<file path="src/rtl/bit_serial_adder_if.sv">
// Handshake and operand/result bundle for bit_serial_adder.
// master: drives start/a/b/cin, observes busy/done/sum/cout/ov.
// slave : the adder side of the same signals.
interface bit_serial_adder_if #(
  parameter int unsigned WIDTH = 4
);
  logic             start;
  logic [WIDTH-1:0] a;
  logic [WIDTH-1:0] b;
  logic             cin;
  logic             busy;
  logic             done;
  logic [WIDTH-1:0] sum;
  logic             cout;
  logic             ov;

  modport master (
    output start, a, b, cin,
    input  busy, done, sum, cout, ov
  );

  modport slave (
    input  start, a, b, cin,
    output busy, done, sum, cout, ov
  );
endinterface

</file>
<file path="src/rtl/bit_serial_adder.sv">
// Bit-serial WIDTH-bit adder: captures a, b, cin on an accepted start, adds
// one bit per clock LSB first through a single full-adder cell with a
// registered carry, then presents sum, cout and signed overflow with a
// one-cycle done strobe.
// Ports:
//   clk   - system clock, rising edge
//   Reset - asynchronous active-low reset
//   bus   - slave side of bit_serial_adder_if (start/a/b/cin in,
//           busy/done/sum/cout/ov out)
module bit_serial_adder #(
  parameter int unsigned WIDTH = 4
) (
  input  logic                 clk,
  input  logic                 Reset,
  bit_serial_adder_if.slave    bus
);

  localparam int unsigned CW = $clog2(WIDTH) + 1;

  localparam logic [1:0] IDLE  = 2'd0;
  localparam logic [1:0] SHIFT = 2'd1;
  localparam logic [1:0] DONE  = 2'd2;

  logic [1:0]       state_q, state_d;
  logic [WIDTH-1:0] a_sh_q,  a_sh_d;
  logic [WIDTH-1:0] b_sh_q,  b_sh_d;
  logic [WIDTH-1:0] s_sh_q,  s_sh_d;
  logic             c_q,     c_d;
  logic [CW-1:0]    cnt_q,   cnt_d;
  logic [WIDTH-1:0] sum_q,   sum_d;
  logic             cout_q,  cout_d;
  logic             ov_q,    ov_d;

  // Single full-adder cell on the current LSBs and the registered carry.
  logic s_bit_c;
  logic c_new_c;
  assign s_bit_c = a_sh_q[0] ^ b_sh_q[0] ^ c_q;
  assign c_new_c = (a_sh_q[0] & b_sh_q[0]) | (a_sh_q[0] & c_q) | (b_sh_q[0] & c_q);

  // Next-state and datapath update.
  always_comb begin
    state_d = state_q;
    a_sh_d  = a_sh_q;
    b_sh_d  = b_sh_q;
    s_sh_d  = s_sh_q;
    c_d     = c_q;
    cnt_d   = cnt_q;
    sum_d   = sum_q;
    cout_d  = cout_q;
    ov_d    = ov_q;

    case (state_q)
      IDLE, DONE: begin
        if (bus.start) begin
          a_sh_d  = bus.a;
          b_sh_d  = bus.b;
          c_d     = bus.cin;
          cnt_d   = '0;
          state_d = SHIFT;
        end else begin
          state_d = IDLE;
        end
      end
      SHIFT: begin
        s_sh_d = {s_bit_c, s_sh_q[WIDTH-1:1]};
        a_sh_d = {1'b0, a_sh_q[WIDTH-1:1]};
        b_sh_d = {1'b0, b_sh_q[WIDTH-1:1]};
        c_d    = c_new_c;
        cnt_d  = cnt_q + CW'(1);
        if (cnt_q == CW'(WIDTH - 1)) begin
          // c_q here is the carry into the MSB; c_new_c is the carry out.
          sum_d   = {s_bit_c, s_sh_q[WIDTH-1:1]};
          cout_d  = c_new_c;
          ov_d    = c_q ^ c_new_c;
          state_d = DONE;
        end
      end
      default: state_d = IDLE;
    endcase
  end

  // State and datapath registers.
  always_ff @(posedge clk or negedge Reset) begin
    if (!Reset) begin
      state_q <= IDLE;
      a_sh_q  <= '0;
      b_sh_q  <= '0;
      s_sh_q  <= '0;
      c_q     <= 1'b0;
      cnt_q   <= '0;
      sum_q   <= '0;
      cout_q  <= 1'b0;
      ov_q    <= 1'b0;
    end else begin
      state_q <= state_d;
      a_sh_q  <= a_sh_d;
      b_sh_q  <= b_sh_d;
      s_sh_q  <= s_sh_d;
      c_q     <= c_d;
      cnt_q   <= cnt_d;
      sum_q   <= sum_d;
      cout_q  <= cout_d;
      ov_q    <= ov_d;
    end
  end

  // Status is decoded straight from the state register.
  assign bus.busy = (state_q == SHIFT);
  assign bus.done = (state_q == DONE);
  assign bus.sum  = sum_q;
  assign bus.cout = cout_q;
  assign bus.ov   = ov_q;

endmodule
</file>
<file path="src/flat_wrapper.sv">
// flat-port wrapper written by rule: the top's interface ports become plain ports
module bit_serial_adder_flat 
#(
  parameter int unsigned WIDTH = 4
)
  (clk, Reset, bus_start, bus_a, bus_b, bus_cin, bus_busy, bus_done, bus_sum, bus_cout, bus_ov);
  bit_serial_adder_if #(.WIDTH(WIDTH)) bus_i ();
  input  logic clk;
  input  logic Reset;
  input wire logic [$bits(bus_i.start)-1:0] bus_start;
  input wire logic [$bits(bus_i.a)-1:0] bus_a;
  input wire logic [$bits(bus_i.b)-1:0] bus_b;
  input wire logic [$bits(bus_i.cin)-1:0] bus_cin;
  output wire logic [$bits(bus_i.busy)-1:0] bus_busy;
  output wire logic [$bits(bus_i.done)-1:0] bus_done;
  output wire logic [$bits(bus_i.sum)-1:0] bus_sum;
  output wire logic [$bits(bus_i.cout)-1:0] bus_cout;
  output wire logic [$bits(bus_i.ov)-1:0] bus_ov;
  assign bus_i.start = bus_start;
  assign bus_i.a = bus_a;
  assign bus_i.b = bus_b;
  assign bus_i.cin = bus_cin;
  assign bus_busy = bus_i.busy;
  assign bus_done = bus_i.done;
  assign bus_sum = bus_i.sum;
  assign bus_cout = bus_i.cout;
  assign bus_ov = bus_i.ov;
  bit_serial_adder #(.WIDTH(WIDTH)) u_core (.clk(clk), .Reset(Reset), .bus(bus_i));
endmodule
</file>
<file path="config.mk">
export PLATFORM = sky130hd
export DESIGN_NAME = bit_serial_adder_flat
export DESIGN_NICKNAME = d
export VERILOG_FILES = /design/src/rtl/bit_serial_adder_if.sv /design/src/rtl/bit_serial_adder.sv /design/src/flat_wrapper.sv
export SDC_FILE = /design/constraint.sdc
export NUM_CORES = 1
export LEC_CHECK = 0
export ABC_AREA = 1
export CAP_MARGIN = 10
export CORE_ASPECT_RATIO = 0.7
export CORE_MARGIN = 4
export CORE_UTILIZATION = 40
export DETAILED_ROUTE_END_ITERATION = 8
export MAX_ROUTING_LAYER = met4
export PLACE_DENSITY = 0.69
export SKIP_CTS_REPAIR_TIMING = 1
export SYNTH_ARGS = -nofsm -noshare
export SYNTH_HDL_FRONTEND = slang
export SYNTH_SLANG_ARGS = --single-unit
</file>
<file path="constraint.sdc">
create_clock -name clk -period 3 [get_ports clk]
set_input_delay 0.6 -clock clk [delete_from_list [all_inputs] [get_ports clk]]
set_output_delay 0.6 -clock clk [all_outputs]
set_load 0.005 [all_outputs]
</file>
==> summary.md <==
| Metric | Value |
|---|---|
| N_diodes | 0 |
| Top cell type's share of synthesized area | 52.2% |
| Leakage | 0.000698 uW |
| Num ports | 20 |
| TritonCTS clock tree | built |
| Row count | 15 |
| Vias per cell | 4.45 |
| Antenna-violating nets left | 0 |
| Die area | 0.00368 mm^2 |
| All-layer global routing usage | 12.8% |
| Post-synth top flop | dfrtp_1 |
| Post-synth EDFFs | 0 |
| Max IR drop VDD | 0.445 mV |
| Final nets | 164 |
| Total wire length | 2.01 mm |
| Initial DRC Count | 50 |
| RSZ-0062 raised after global routing | false |
| CP Buf/Inv Count | 2 |
| Crit path cell chain | inv_4, nor2_4, clkdlybuf4s50_1 |
| First-pass GRT wire length | 3.59 mm |
| Final total power | 1400 uW |
| Synth-to-Final Area Change | 22.9% |
| WL met3 | 89 um |
| Initial antenna violation count | 0 |
| Tmin final | 2170 ps |
| GP Congestion | 0.811 |
| Register bit count reported by yosys | 23 |
| Syn_nets | 142 |
| Total gr overflow | 0 |
| M1 WL | 1.06 mm |
| Vias in the first global route | 796 |
| Largest net degree at the start of global routing | 24 |
| Fmax | 461 MHz |
| Top post-synthesis cells by area | dfrtp_1 52%, nand2_1 13%, inv_1 6.8% |
| Die width | 70.8 um |
| Pwr/cell area | 1040 mW/mm^2 |
| Period utilisation layout | 72.3% |
| Area leader, netlist | dfrtp_1 |
| Setup TNS | 0 ps |
| DR WL met2 | 842 um |
| Least-Margin Pin Slew | 418 ps |
| Die Ht | 51.9 um |
| CP Launch Type | flip-flop |
| Final Cell Area | 0.00136 mm^2 |
| Clock sinks | 23 |
| Outcome | completed |
| Cell Area, Placed | 0.00131 mm^2 |
| Routed vias | 810 |
| CTS buffer count | 3 |
| Final hold vios | 0 |
| Critical Path Fanout Max | 10 |
| Slew Limit Fails | 0 |
| CTS H-tree lvls | 1 |
| Synth async-reset ratio | 100% |
| Top delay family on crit path | flip-flops |
| Worst skew pair latency | 260 ps |
| Root Driver | clkbuf_8 |
| Max Cap Viol | 0 |
| Port Buf Inserts | 19 |
| Worst setup EP type | output pin |
| Most frequent cell after synthesis | nand2_1 |
| Worst Setup Path Type | reg -> out |
| DRC viols | 0 |
| Worst EP arrival | 1570 ps |
| Filler cells | 254 |
| Mapped Area | 0.00110 mm^2 |
| Final setup fails | 0 |
| Gate Count Post-Synth | 127 |
| Slowest CP cell | dfrtp_1 |
| CP peak stage delay | 600 ps |
| Clk buf depth | 2 |
| Hpwl dp | 1.45 mm |
| Core ar. | 0.00255 mm^2 |
| CTS clk-pin slew, worst paths | 80 ps |
| Required @ worst endpoint | 2400 ps |
| Initial Util | 43.2% |
| Routed wire per std cell | 11.1 um |
| Yosys cell types | 19 |
| Share of layout cells above drive strength 1 | 10.8% |
| Ys Warns | 0 |
| Max Used Layer | met4 |
| Avg Cell Area, Syn | 8.69 um^2 |
| Worst slew margin relative to its limit | 72.2% |
| Register area share after synthesis | 52.2% |
| Final Skew | 3.83 ps |
| Synth top cells by count | 39 x nand2_1, 23 x dfrtp_1, 20 x inv_1 |
| Worst Hold Class | reg -> reg |
| TritonRoute pass-1 iters | 4 |
path summary, 6_finish.rpt:
path	to	cells after the start	start	slack (ps)
setup reg to reg	u_core.b_sh_q[0]$_DFFE_PN0P_	5	u_core.state_q[0]$_DFFE_PN0P_	1630
min in group asynchronous	u_core.cnt_q[2]$_DFFE_PN0P_	2	Reset	690
max in group asynchronous	u_core.s_sh_q[3]$_DFFE_PN0P_	2	Reset	2080
hold / removal	u_core.bus.sum[0]$_DFFE_PN0P_	2	u_core.s_sh_q[1]$_DFFE_PN0P_	480
hold reg to reg	u_core.bus.sum[0]$_DFFE_PN0P_	2	u_core.s_sh_q[1]$_DFFE_PN0P_	480
setup / recovery	bus_busy	3	u_core.state_q[0]$_DFFE_PN0P_	830
registers in the layout (all words and copies together), names as in the netlist:
| name | cells |
|---|---|
| u_core.a_sh_q | 4 |
| u_core.b_sh_q | 4 |
| u_core.bus.sum | 4 |
| u_core.cnt_q | 3 |
| u_core.s_sh_q | 3 |
| u_core.state_q | 2 |
| u_core.bus.cout | 1 |
| u_core.bus.ov | 1 |
| u_core.c_q | 1 |
cells by family (layout without fill, tap and decap cells):
logic type,Yosys count,count (layout),share of synthesized area [%]
compound gates,12,12,6.46
flops,23,23,52.2
xor+xnor,1,1,0.794
buf+inv,26,47,11.1
fa+ha+maj,3,3,4.08
simple gates,62,62,25.4
worst min-delay path, cell delays in order, from the launching register on:
cell     delay [ps]
dfrtp_1         350
nand2_1          60
nand2_1          40
power breakdown:
part	leakage [uW]	total (uW)	switching (uW)	internal [uW]
Clock	0.0000255	187	94.8	92.6
Sequential	0.000287	560	103	457
Combinational	0.000386	657	373	284
per-stage QoR:
step	instances	utilization (%)	hold WS, ps	worst slack [ps]
final	182	53.1	482	831
after global routing	182	53.1	498	702
after CTS	182	53.1	485	796
after detailed placement	178	51.3	463	1110
after global placement	178	51.3	458	1140
after floorplan	127	-	304	1780
cells in the final DEF, fill, tap and decap left out, drive strengths merged, types with 2 or more instances in the layout:
cell / netlist / final
nand2: 43 / 43
dfrtp: 23 / 23
inv: 23 / 23
clkdlybuf4s50: 0 / 19
nand3: 14 / 14
o21ai: 11 / 11
nor2: 4 / 4
clkbuf: 0 / 3
ha: 2 / 2
layout make-up:
class	instances	area (um^2)	share of cell area (%)
multi-input combinational	78	405	29.9
timing repair buffer	20	198	14.6
inverter	23	88.8	6.55
sequential	23	576	42.4
tap	34	42.5	3.14
clock buffer	3	41.3	3.04
clock inverter	1	5.00	0.369
routing by layer:
layer  GRT usage (%)  up-vias
li1                -      428
met1            17.3      369
met2            18.9       11
met3            4.25        2
met4            2.81        0
met5               -        -
Power figures use the tool's default switching activity.
